[src/rtl/cpu_defs_pkg.sv]
// Shared MDU types: operation and FSM state encodings, divider iteration count.
// Pure definitions; no timing or flow control.
package cpu_defs_pkg;

  typedef enum logic [2:0] {
    MDU_NONE  = 3'd0,
    MDU_MULT  = 3'd1,
    MDU_MULTU = 3'd2,
    MDU_DIV   = 3'd3,
    MDU_DIVU  = 3'd4
  } mdu_op_t;

  typedef enum logic [1:0] {
    ST_IDLE = 2'd0,
    ST_MUL  = 2'd1,
    ST_DIV  = 2'd2,
    ST_DONE = 2'd3
  } mdu_state_t;

  localparam int MDU_DIV_ITER = 32;

endpackage

[src/rtl/div_mult_engine_if.sv]
// EXE-stage <-> MDU bundle; Control (master) drives op/operands/advance, MDU (slave) answers busy/results.
// Busy is the only backpressure: Control freezes EXE while DIVMULTBusy is high.
interface div_mult_engine_if #(parameter int DATA_W = 32);
  import cpu_defs_pkg::*;

  mdu_op_t             EXE_MdOp;
  logic [DATA_W-1:0]   EXE_SrcA;
  logic [DATA_W-1:0]   EXE_SrcB;
  logic                EXE_Wr;
  logic                EXE_DisWr;
  logic                Flush_Exception;
  logic                DIVMULTBusy;
  logic [DATA_W-1:0]   EXE_Hi;
  logic [DATA_W-1:0]   EXE_Lo;
  logic                HiLo_We;

  modport master (
    output EXE_MdOp, EXE_SrcA, EXE_SrcB, EXE_Wr, EXE_DisWr, Flush_Exception,
    input  DIVMULTBusy, EXE_Hi, EXE_Lo, HiLo_We
  );

  modport slave (
    input  EXE_MdOp, EXE_SrcA, EXE_SrcB, EXE_Wr, EXE_DisWr, Flush_Exception,
    output DIVMULTBusy, EXE_Hi, EXE_Lo, HiLo_We
  );

endinterface

[src/rtl/div_radix2_core.sv]
// Unsigned radix-2 restoring divider: one quotient bit per cycle, done on the 32nd iteration
// with q/r presented combinationally that cycle; flush or rst abandons the division.
module div_radix2_core
  import cpu_defs_pkg::*;
#(
  parameter int W = 32
) (
  input  logic         clk,
  input  logic         rst,
  input  logic         start,
  input  logic         flush,
  input  logic [W-1:0] dvd_i,
  input  logic [W-1:0] dvs_i,
  output logic [W-1:0] q_o,
  output logic [W-1:0] r_o,
  output logic         done_o
);

  localparam int CW = $clog2(MDU_DIV_ITER);

  logic          run_q, run_d;
  logic [CW-1:0] cnt_q, cnt_d;
  logic [W-1:0]  quo_q, quo_d;
  logic [W-1:0]  rem_q, rem_d;
  logic [W-1:0]  dvs_q, dvs_d;

  logic [W:0]    shifted;
  logic [W:0]    diff;
  logic          fits;
  logic [W-1:0]  rem_nx;
  logic [W-1:0]  quo_nx;

  // Dividend bits shift out of quo_q into the partial remainder as quotient bits shift in.
  assign shifted = {rem_q, quo_q[W-1]};
  assign diff    = shifted - {1'b0, dvs_q};
  assign fits    = ~diff[W];
  assign rem_nx  = fits ? diff[W-1:0] : shifted[W-1:0];
  assign quo_nx  = {quo_q[W-2:0], fits};

  assign done_o = run_q && (cnt_q == CW'(MDU_DIV_ITER - 1));
  assign q_o    = quo_nx;
  assign r_o    = rem_nx;

  always_comb begin
    run_d = run_q;
    cnt_d = cnt_q;
    quo_d = quo_q;
    rem_d = rem_q;
    dvs_d = dvs_q;
    if (flush) begin
      run_d = 1'b0;
    end else if (start) begin
      run_d = 1'b1;
      cnt_d = '0;
      quo_d = dvd_i;
      rem_d = '0;
      dvs_d = dvs_i;
    end else if (run_q) begin
      quo_d = quo_nx;
      rem_d = rem_nx;
      cnt_d = cnt_q + CW'(1);
      if (done_o) run_d = 1'b0;
    end
  end

  always_ff @(posedge clk) begin
    if (rst) begin
      run_q <= 1'b0;
      cnt_q <= '0;
      quo_q <= '0;
      rem_q <= '0;
      dvs_q <= '0;
    end else begin
      run_q <= run_d;
      cnt_q <= cnt_d;
      quo_q <= quo_d;
      rem_q <= rem_d;
      dvs_q <= dvs_d;
    end
  end

endmodule

[src/rtl/div_mult_engine.sv]
// EXE multiply/divide unit: MULT busy MUL_STAGES cycles, DIV busy 33 cycles, then holds results in DONE.
// Busy asserts combinationally on the start cycle; results are written only when EXE advances (EXE_Wr).
module div_mult_engine
  import cpu_defs_pkg::*;
#(
  parameter int DATA_W     = 32,
  parameter int MUL_STAGES = 2
) (
  input  logic               clk,
  input  logic               rst,
  div_mult_engine_if.slave   bus
);

  localparam int W   = DATA_W;
  localparam int MCW = (MUL_STAGES > 1) ? $clog2(MUL_STAGES) : 1;

  mdu_state_t     state_q, state_d;
  logic [W-1:0]   a_mag_q, a_mag_d;
  logic [W-1:0]   b_mag_q, b_mag_d;
  logic [W-1:0]   a_raw_q, a_raw_d;
  logic           signed_q, signed_d;
  logic           qsign_q, qsign_d;
  logic           rsign_q, rsign_d;
  logic           bzero_q, bzero_d;
  logic [MCW-1:0] mul_cnt_q, mul_cnt_d;
  logic [W-1:0]   hi_q, hi_d;
  logic [W-1:0]   lo_q, lo_d;

  logic           signed_in, is_mul_in, start;
  logic [W-1:0]   a_mag_in, b_mag_in;
  logic [W-1:0]   mul_a, mul_b;
  logic           mul_neg;
  logic [2*W-1:0] prod_mag, prod;
  logic [W-1:0]   core_q, core_r;
  logic           core_done;
  logic [W-1:0]   div_hi, div_lo;

  assign signed_in = (bus.EXE_MdOp == MDU_MULT) || (bus.EXE_MdOp == MDU_DIV);
  assign is_mul_in = (bus.EXE_MdOp == MDU_MULT) || (bus.EXE_MdOp == MDU_MULTU);
  assign a_mag_in  = (signed_in && bus.EXE_SrcA[W-1]) ? -bus.EXE_SrcA : bus.EXE_SrcA;
  assign b_mag_in  = (signed_in && bus.EXE_SrcB[W-1]) ? -bus.EXE_SrcB : bus.EXE_SrcB;

  // start deliberately ignores EXE_DisWr: Control derives DisWr from our own busy.
  assign start = (state_q == ST_IDLE) && (bus.EXE_MdOp != MDU_NONE)
                 && !bus.Flush_Exception && !rst;

  // Operands come straight from the bus on the start cycle so MUL_STAGES==1 still works.
  assign mul_a    = start ? a_mag_in : a_mag_q;
  assign mul_b    = start ? b_mag_in : b_mag_q;
  assign mul_neg  = start ? (signed_in && (bus.EXE_SrcA[W-1] ^ bus.EXE_SrcB[W-1]))
                          : (signed_q && qsign_q);
  assign prod_mag = {{W{1'b0}}, mul_a} * {{W{1'b0}}, mul_b};
  assign prod     = mul_neg ? -prod_mag : prod_mag;

  div_radix2_core #(.W(W)) u_div (
    .clk    (clk),
    .rst    (rst),
    .start  (start && !is_mul_in),
    .flush  (bus.Flush_Exception),
    .dvd_i  (a_mag_in),
    .dvs_i  (b_mag_in),
    .q_o    (core_q),
    .r_o    (core_r),
    .done_o (core_done)
  );

  // Divide by zero reports the raw dividend, so it bypasses the sign fix-up.
  assign div_lo = bzero_q ? {W{1'b1}} : ((signed_q && qsign_q) ? -core_q : core_q);
  assign div_hi = bzero_q ? a_raw_q   : ((signed_q && rsign_q) ? -core_r : core_r);

  always_comb begin
    state_d   = state_q;
    a_mag_d   = a_mag_q;
    b_mag_d   = b_mag_q;
    a_raw_d   = a_raw_q;
    signed_d  = signed_q;
    qsign_d   = qsign_q;
    rsign_d   = rsign_q;
    bzero_d   = bzero_q;
    mul_cnt_d = mul_cnt_q;
    hi_d      = hi_q;
    lo_d      = lo_q;
    case (state_q)
      ST_IDLE: begin
        if (start) begin
          a_mag_d   = a_mag_in;
          b_mag_d   = b_mag_in;
          a_raw_d   = bus.EXE_SrcA;
          signed_d  = signed_in;
          qsign_d   = bus.EXE_SrcA[W-1] ^ bus.EXE_SrcB[W-1];
          rsign_d   = bus.EXE_SrcA[W-1];
          bzero_d   = (bus.EXE_SrcB == '0);
          mul_cnt_d = MCW'(1);
          if (!is_mul_in) begin
            state_d = ST_DIV;
          end else if (MUL_STAGES == 1) begin
            state_d = ST_DONE;
            {hi_d, lo_d} = prod;
          end else begin
            state_d = ST_MUL;
          end
        end
      end
      ST_MUL: begin
        if (mul_cnt_q == MCW'(MUL_STAGES - 1)) begin
          state_d = ST_DONE;
          {hi_d, lo_d} = prod;
        end else begin
          mul_cnt_d = mul_cnt_q + MCW'(1);
        end
      end
      ST_DIV: begin
        if (core_done) begin
          state_d = ST_DONE;
          hi_d    = div_hi;
          lo_d    = div_lo;
        end
      end
      default: begin
        if (bus.EXE_Wr) state_d = ST_IDLE;
      end
    endcase
    if (bus.Flush_Exception) begin
      state_d = ST_IDLE;
      hi_d    = hi_q;
      lo_d    = lo_q;
    end
  end

  always_ff @(posedge clk) begin
    if (rst) begin
      state_q   <= ST_IDLE;
      a_mag_q   <= '0;
      b_mag_q   <= '0;
      a_raw_q   <= '0;
      signed_q  <= 1'b0;
      qsign_q   <= 1'b0;
      rsign_q   <= 1'b0;
      bzero_q   <= 1'b0;
      mul_cnt_q <= '0;
      hi_q      <= '0;
      lo_q      <= '0;
    end else begin
      state_q   <= state_d;
      a_mag_q   <= a_mag_d;
      b_mag_q   <= b_mag_d;
      a_raw_q   <= a_raw_d;
      signed_q  <= signed_d;
      qsign_q   <= qsign_d;
      rsign_q   <= rsign_d;
      bzero_q   <= bzero_d;
      mul_cnt_q <= mul_cnt_d;
      hi_q      <= hi_d;
      lo_q      <= lo_d;
    end
  end

  assign bus.DIVMULTBusy = start || (state_q == ST_MUL) || (state_q == ST_DIV);
  assign bus.HiLo_We     = (state_q == ST_DONE) && bus.EXE_Wr && !bus.EXE_DisWr
                           && !bus.Flush_Exception;
  assign bus.EXE_Hi      = hi_q;
  assign bus.EXE_Lo      = lo_q;

endmodule

[src/flat_wrapper.sv]
// flat-port wrapper written by rule: the top's interface ports become plain ports
module div_mult_engine_flat import cpu_defs_pkg::*;
#(
  parameter int DATA_W     = 32,
  parameter int MUL_STAGES = 2
)
  (clk, rst, bus_EXE_MdOp, bus_EXE_SrcA, bus_EXE_SrcB, bus_EXE_Wr, bus_EXE_DisWr, bus_Flush_Exception, bus_DIVMULTBusy, bus_EXE_Hi, bus_EXE_Lo, bus_HiLo_We);
  div_mult_engine_if #(.DATA_W(DATA_W)) bus_i ();
  input  logic clk;
  input  logic rst;
  input wire logic [$bits(bus_i.EXE_MdOp)-1:0] bus_EXE_MdOp;
  input wire logic [$bits(bus_i.EXE_SrcA)-1:0] bus_EXE_SrcA;
  input wire logic [$bits(bus_i.EXE_SrcB)-1:0] bus_EXE_SrcB;
  input wire logic [$bits(bus_i.EXE_Wr)-1:0] bus_EXE_Wr;
  input wire logic [$bits(bus_i.EXE_DisWr)-1:0] bus_EXE_DisWr;
  input wire logic [$bits(bus_i.Flush_Exception)-1:0] bus_Flush_Exception;
  output wire logic [$bits(bus_i.DIVMULTBusy)-1:0] bus_DIVMULTBusy;
  output wire logic [$bits(bus_i.EXE_Hi)-1:0] bus_EXE_Hi;
  output wire logic [$bits(bus_i.EXE_Lo)-1:0] bus_EXE_Lo;
  output wire logic [$bits(bus_i.HiLo_We)-1:0] bus_HiLo_We;
  assign bus_i.EXE_MdOp = bus_EXE_MdOp;
  assign bus_i.EXE_SrcA = bus_EXE_SrcA;
  assign bus_i.EXE_SrcB = bus_EXE_SrcB;
  assign bus_i.EXE_Wr = bus_EXE_Wr;
  assign bus_i.EXE_DisWr = bus_EXE_DisWr;
  assign bus_i.Flush_Exception = bus_Flush_Exception;
  assign bus_DIVMULTBusy = bus_i.DIVMULTBusy;
  assign bus_EXE_Hi = bus_i.EXE_Hi;
  assign bus_EXE_Lo = bus_i.EXE_Lo;
  assign bus_HiLo_We = bus_i.HiLo_We;
  div_mult_engine #(.DATA_W(DATA_W), .MUL_STAGES(MUL_STAGES)) u_core (.clk(clk), .rst(rst), .bus(bus_i));
endmodule
[config.mk]
export PLATFORM = sky130hd
export DESIGN_NAME = div_mult_engine_flat
export DESIGN_NICKNAME = d
export VERILOG_FILES = /design/src/rtl/cpu_defs_pkg.sv /design/src/rtl/div_mult_engine_if.sv /design/src/rtl/div_radix2_core.sv /design/src/rtl/div_mult_engine.sv /design/src/flat_wrapper.sv
export SDC_FILE = /design/constraint.sdc
export NUM_CORES = 2
export LEC_CHECK = 0
export BUFFER_PORTS_ARGS = -buffer_cell sky130_fd_sc_hd__clkbuf_2
export CAP_MARGIN = 10
export CORE_MARGIN = 2
export CORE_UTILIZATION = 60
export CTS_BUF_LIST = sky130_fd_sc_hd__clkbuf_16
export DETAILED_ROUTE_END_ITERATION = 6
export PLACE_DENSITY = 0.77
export SLEW_MARGIN = 20
export SYNTH_ARGS = -nofsm -noshare
export SYNTH_HDL_FRONTEND = slang
export SYNTH_SLANG_ARGS = --single-unit
[constraint.sdc]
create_clock -name clk -period 26.4 [get_ports clk]
set_input_delay 2.64 -clock clk [delete_from_list [all_inputs] [get_ports clk]]
set_output_delay 2.64 -clock clk [all_outputs]
set_load 0.02 [all_outputs]
======== Yosys cells after proc, flatten, opt, wreduce, memory -nomap -nowiden ========
Index checks and enable logic that the tools add are counted.
operators by class
  order comparisons ....................... 0
  eq/ne operators ......................... 10
  divide/modulo/power cells ............... 0
  reductions and logical operators ........ 35
  multipliers ............................. 1
  mux-type cells .......................... 35
  bitwise logic cells ..................... 3
  $add $sub $neg .......................... 8
  shifts and indexed selects .............. 0
operators with widths
  operator               count
  $mux W32               17
  $neg A32 Y32           4
  $pmux W32 S2           2
  $mul A32 B32 Y64       1
  $mux W64               1
  $neg A64 Y64           1
  $sub A33 B32 Y33       1
  $logic_not A32 Y1      1
  $logic_and A1 B1 Y1    13
  $mux W2                5
  $mux W5                2
  $reduce_and A2 Y1      4
  $reduce_and A4 Y1      2
  $eq A3 B2 Y1 const B   2
  $mux W1                6
  $ne A2 B1 Y1 const B   3
  $pmux W2 S3            1
  $reduce_bool A2 Y1     3
  $add A5 B1 Y5 const B  1
  $eq A5 B5 Y1 const B   1
  $eq A2 B2 Y1 const B   2
  $logic_not A1 Y1       4
  $logic_or A1 B1 Y1     4
  $reduce_bool A4 Y1     1
  9 further kinds        10
storage, ports and cells
  bits in latches ......................... 0
  memories ................................ 0
  output and inout port bits .............. 66
  register bits ........................... 269
  logic and storage cells ................. 108
  memory bits (writable) .................. 0
  bits in read-only memories .............. 0

======== Longest topological paths before layout ========
  depth after elaboration ................. 10
  depth in mapped cells ................... 44
  mapped depth without buffers ............ 39

======== Hierarchy ========
From an unflattened synthesis, not the netlist that was laid out.
second synthesis, totals
  cell total of the unflattened synthesis .. 6211
  area, all modules ....................... 51069.0 um2
modules (own cells, without submodules)
  module           area an instance (um2)  seq. area each (um2)  instances  cells each
  div_mult_engine  44511.4                 3323.2                1          5438
  div_radix2_core  6557.5                  2042.0                1          773

======== Least setup slack after synthesis ========
No wires, ideal clock.
  path kind ............................... input to register
  start point ............................. in bus_EXE_SrcA[2]
  end point ............................... reg u_core.hi_q[23], in the netlist u_core.bus.EXE_Hi[23]
  buffers on the path ..................... 2
  data required time ...................... 26.278 ns
  setup slack ............................. 13.520 ns
  cell stages on the path ................. 39
  data arrival time ....................... 12.758 ns
  library setup time ...................... 0.122 ns
  path through ............................ or3_1 nor4_1 nand2_1 nor2_1 nand2_1 or4_1 o31ai_1 xor2_1 nand2_1 o21a_1 clkbuf_1 nand2_1 fa_1 inv_1 fa_1 fa_1 inv_1 fa_1 (+3 left out) fa_1 inv_1 fa_1 inv_1 ha_1 buf_2 a21oi_1 o21ai_0 a21o_1 a21o_1 a221o_1 or3_1 a221oi_2 o21ai_1 or3b_2 or4b_1 a21oi_1 o31ai_1
on the way
  cells in the longest elaborated chain, start to end .. 8
RTL lines
  element                 RTL line                text
  start: declaration      flat_wrapper.sv:12      input wire logic [$bits(bus_i.EXE_SrcA)-1:0] bus_EXE_SrcA;
  $neg A32 Y32            div_mult_engine.sv:40   assign a_mag_in = (signed_in && bus.EXE_SrcA[W-1]) ? -bus.EXE_SrcA : bus.EXE_SrcA;
  $mux W32 (*)            div_mult_engine.sv:40
  $mux W32 (*)            div_mult_engine.sv:48   assign mul_a = start ? a_mag_in : a_mag_q;
  $mul A32 B32 Y64 (*)    div_mult_engine.sv:52   assign prod_mag = {{W{1'b0}}, mul_a} * {{W{1'b0}}, mul_b};
  $neg A64 Y64            div_mult_engine.sv:53   assign prod = mul_neg ? -prod_mag : prod_mag;
  $mux W64 (*)            div_mult_engine.sv:53
  $mux W32 (*)            div_mult_engine.sv:105  if (mul_cnt_q == MCW'(MUL_STAGES - 1)) begin
  $pmux W32 S2 (*)        div_mult_engine.sv:83   case (state_q)
  end signal: assignment  div_mult_engine.sv:153  hi_q <= hi_d;
  end: declaration        div_mult_engine.sv:26   logic [W-1:0] hi_q, hi_d;
Mark *: on every way between the ends. The rest lies on a longest branch, timed or not. The select of a mux whose other input is x is not followed.
A chain may end at the register's enable or synchronous reset.

======== Final worst setup path ========
  start point ............................. in rst
  end point ............................... reg u_core.hi_q[27], in the netlist u_core.bus.EXE_Hi[27]
on the way
  cells in the longest elaborated chain, start to end .. 8
RTL lines
  element                      RTL line                                      text
  start: declaration           flat_wrapper.sv:10                            input logic rst;
  $logic_not A1 Y1             div_mult_engine.sv:45                         && !bus.Flush_Exception && !rst;
  $logic_and A1 B1 Y1          div_mult_engine.sv:45
  $mux W32 (on tied branches)  div_mult_engine.sv:48, div_mult_engine.sv:49
  $mul A32 B32 Y64             div_mult_engine.sv:52
  $neg A64 Y64                 div_mult_engine.sv:53
  $mux W64                     div_mult_engine.sv:53
  $mux W32                     div_mult_engine.sv:105
  $pmux W32 S2                 div_mult_engine.sv:83
Several ways; a longest one is shown, not always the timed one. The select of a mux whose other input is x is not followed.

==> flow_summary.toml <==
[detailed_routing]
via_per_inst = 6.34
drtAntennaViolNets = 0
drt-pass1-iter-count = 7
wire_per_inst_um = 25.6
vias = 47100
wl_um = 190000
drt_iter0_drc = 5108
drc = 19

[setup_path]
slowest_delay_ns = 0.95
critPathCaptureType = "flip-flop"
critical_path_class = "primary input to flip-flop"
arrival_ns = 15.17
crit_path_frequent_cell = "fa_1"
cp_max_fo = 90
worstReg2RegEnd = "u_core.bus.EXE_Hi[27]"
cp_slowest_cell = "o21a_1"
worstPathRequired_ns = 26.87
reg2reg_from = "u_core.state_q[1]"
reg2reg_depth = 32
regToRegSetupSlack_ns = 13.42
startpoint_type = "primary input"

[timing]
relSlewSlack_pct = 18.4
fin_crit_sh_pct = 55.7
period_minus_slack_ns = 14.70
hold_viol = 0
setup_violations = 0
setup_tns_ns = 0
final.setup_skew_ns = 0.0271
rsz0062_at_grt = "false"
clock.fmax_mhz = 68.0
maxSlewViolCount = 0
postLayoutSetupSlackWorst_ns = 11.70
worst_pin_slew_ns = 1.22

[grt]
grt_remaining_overflow = 0
grt_max_degree = 91
track_usage_pct = 43.9
grt_pass1_vias = 46800
grt_pass1_wl_um = 286000
antenna_found_initial = 6

[finish]
drive_gt1_share_pct = 6.17
ff_latch_area_mm2 = 0.00537
multiInputGateArea_mm2 = 0.0409
nNetsFinal = 7528
layout.cells.non_filler = 7421
area_growth_pct = 5.30
fillers = 7416

[logic_synthesis]
ys.flop_type = "dfxtp_1"
synth.most_common_cell = "inv_1"
yosysWarnings = 0
synth_cells = 6338
synthesis.area_mm2 = 0.0511
synth_edf_count = 0
synth_cell_types = 99
ys_async_sr_fraction_pct = 0
ys_ff_latch = 268
synth_top_area_cell = "fa_1"
synthesis.nets = 7613
synth.avg_cell_area_um2 = 8.07
yosys-top-cells-area = "fa_1 (35%), dfxtp_1 (10%), ha_1 (7.5%)"
ys_seq_area_share_pct = 10.5
netlist_top_cells_count = "inv_1 (972), fa_1 (897), nand2_1 (879)"
synth.top_cell.area_share_pct = 35.1

[cts]
cts.repair_timing.setup_buffer_count = 0
clk_pin_slew_ns = 0.07
cts_tree = "done"
cts.path.max_buffers = 3
cts-root-buf = "clkbuf_16"
cts_made_buffers = 28
cts.repair.resized = 0
htree_num_levels = 1
cts.sink_count = 268
clk_latency_ns = 0.59
ctsHoldBuffers = 0

[place]
place.gp.congestion = 1.05
place_inst = 7367
numPortBuffers = 137
hpwl_um = 148000
dp_slack_ns = 11.31

[floorplan]
die_area_mm2 = 0.0876
coreArea_mm2 = 0.0847
die_w_um = 296
num_io_pins = 138
start_util_pct = 60.3
fp.dieH_um = 296
rows = 107

[run]
drv_cap = 0

[worst_hold_path]
hp-class = "flip-flop to flip-flop"
hold_path_end = "u_core.bus.EXE_Lo[25]"
min-delay-start = "u_core.bus.EXE_Lo[25]"
holdPathStages = 2

[outcome]
violations = "DRC"
outcome = "finished with violations"
## through the flow
stage	utilization, %	hold WS, ns	area, um2
5_1_grt	63.5	0.472	53800
3_5_place_dp	62.4	0.436	52900
2_1_floorplan	-	0.432	51100
3_3_place_gp	62.4	0.432	52900
6_report	63.5	0.442	53800
4_1_cts	63.5	0.446	53800
## area by class of cell
cell class                 count  area share, %
sequential                   268           9.97
multi-input combinational   4725           75.9
clock buffer                  29           1.35
clock inverter                21          0.388
timing repair buffer         257           2.96
antenna                        4         0.0186
inverter                     973           6.78
tap                         1144           2.66
## layout by cell type (no fill, tap or decap), types with 28 or more instances in the layout
cell,instances
mux2i_1,44
o211ai_1,37
clkbuf_2,136
nor4_1,28
nand3_1,46
a31oi_1,41
o21a_1,61
o21ai_1,43
fa_1,897
or3_1,45
a211oi_1,102
and2_1,64
o31ai_1,31
a21o_1,53
dfxtp_1,268
clkbuf_16,29
buf_4,120
nor3_1,62
ha_1,305
nand2_1,879
nand4_1,49
o221ai_1,35
xnor2_1,143
xor2_1,77
nor2_1,850
inv_1,973
a21oi_1,276
o21ai_0,163
and3_1,32
## kinds of logic after synthesis
| family | count (synthesis) | synth area share [%] |
|---|---|---|
| AOI/OAI and AO/OA | 1058 | 13.6 |
| xor gates and xnor gates | 221 | 3.79 |
| adders and majority gates | 1203 | 42.6 |
| buffers and inverters | 1345 | 10.0 |
| DFF | 268 | 10.5 |
| muxes | 52 | 1.03 |
| and+or+nand+nor | 2191 | 18.5 |
## worst max path at each step
stage          slack (ns)            start  cells past startpoint               endpoint
2_1_floorplan       13.52  bus_EXE_SrcA[2]                     39  u_core.bus.EXE_Hi[23]
6_report            11.70              rst                     31  u_core.bus.EXE_Hi[27]
3_5_place_dp        11.31              rst                     31  u_core.bus.EXE_Hi[27]
4_1_cts             11.90              rst                     31  u_core.bus.EXE_Hi[27]
3_3_place_gp        11.45              rst                     31  u_core.bus.EXE_Hi[27]
5_1_grt             11.12  bus_EXE_SrcA[2]                     38  u_core.bus.EXE_Hi[27]
## metal layers
| metal | share of wire, % | track usage [%] | vias up |
|---|---|---|---|
| met1 | 37 | 56.6 | 23100 |
| met5 | 0.032 | 0.166 | - |
| met3 | 13 | 12.5 | 808 |
| li1 | - | - | 20100 |
| met2 | 42 | 65.6 | 3080 |
| met4 | 7.9 | 27.2 | 10 |
## sequential cells by signal, summed over array words and instances, names as in the netlist
| signal | flops |
|---|---|
| u_core.mul_cnt_q | 1 |
| u_core.a_mag_q | 32 |
| u_core.u_div.dvs_q | 32 |
| u_core.a_raw_q | 31 |
| u_core.b_mag_q | 32 |
| u_core.bus.EXE_Hi | 32 |
| u_core.u_div.quo_q | 32 |
| u_core.u_div.run_q | 1 |
| u_core.bzero_q | 1 |
| u_core.u_div.cnt_q | 5 |
| u_core.state_q | 2 |
| u_core.qsign_q | 1 |
| u_core.u_div.rem_q | 32 |
| u_core.signed_q | 1 |
| u_core.bus.EXE_Lo | 32 |
| u_core.rsign_q | 1 |
## critical path: cells and delay by family
family	cells	cell delay [ns]
compound gates	5	2.47
xor+xnor	1	0.35
fa+ha+maj	9	4.58
buf+inv	6	2.00
simple gates	10	2.99
Power is not shown: default switching activity piles up to over one toggle a cycle in this logic, so the estimate is an artifact.
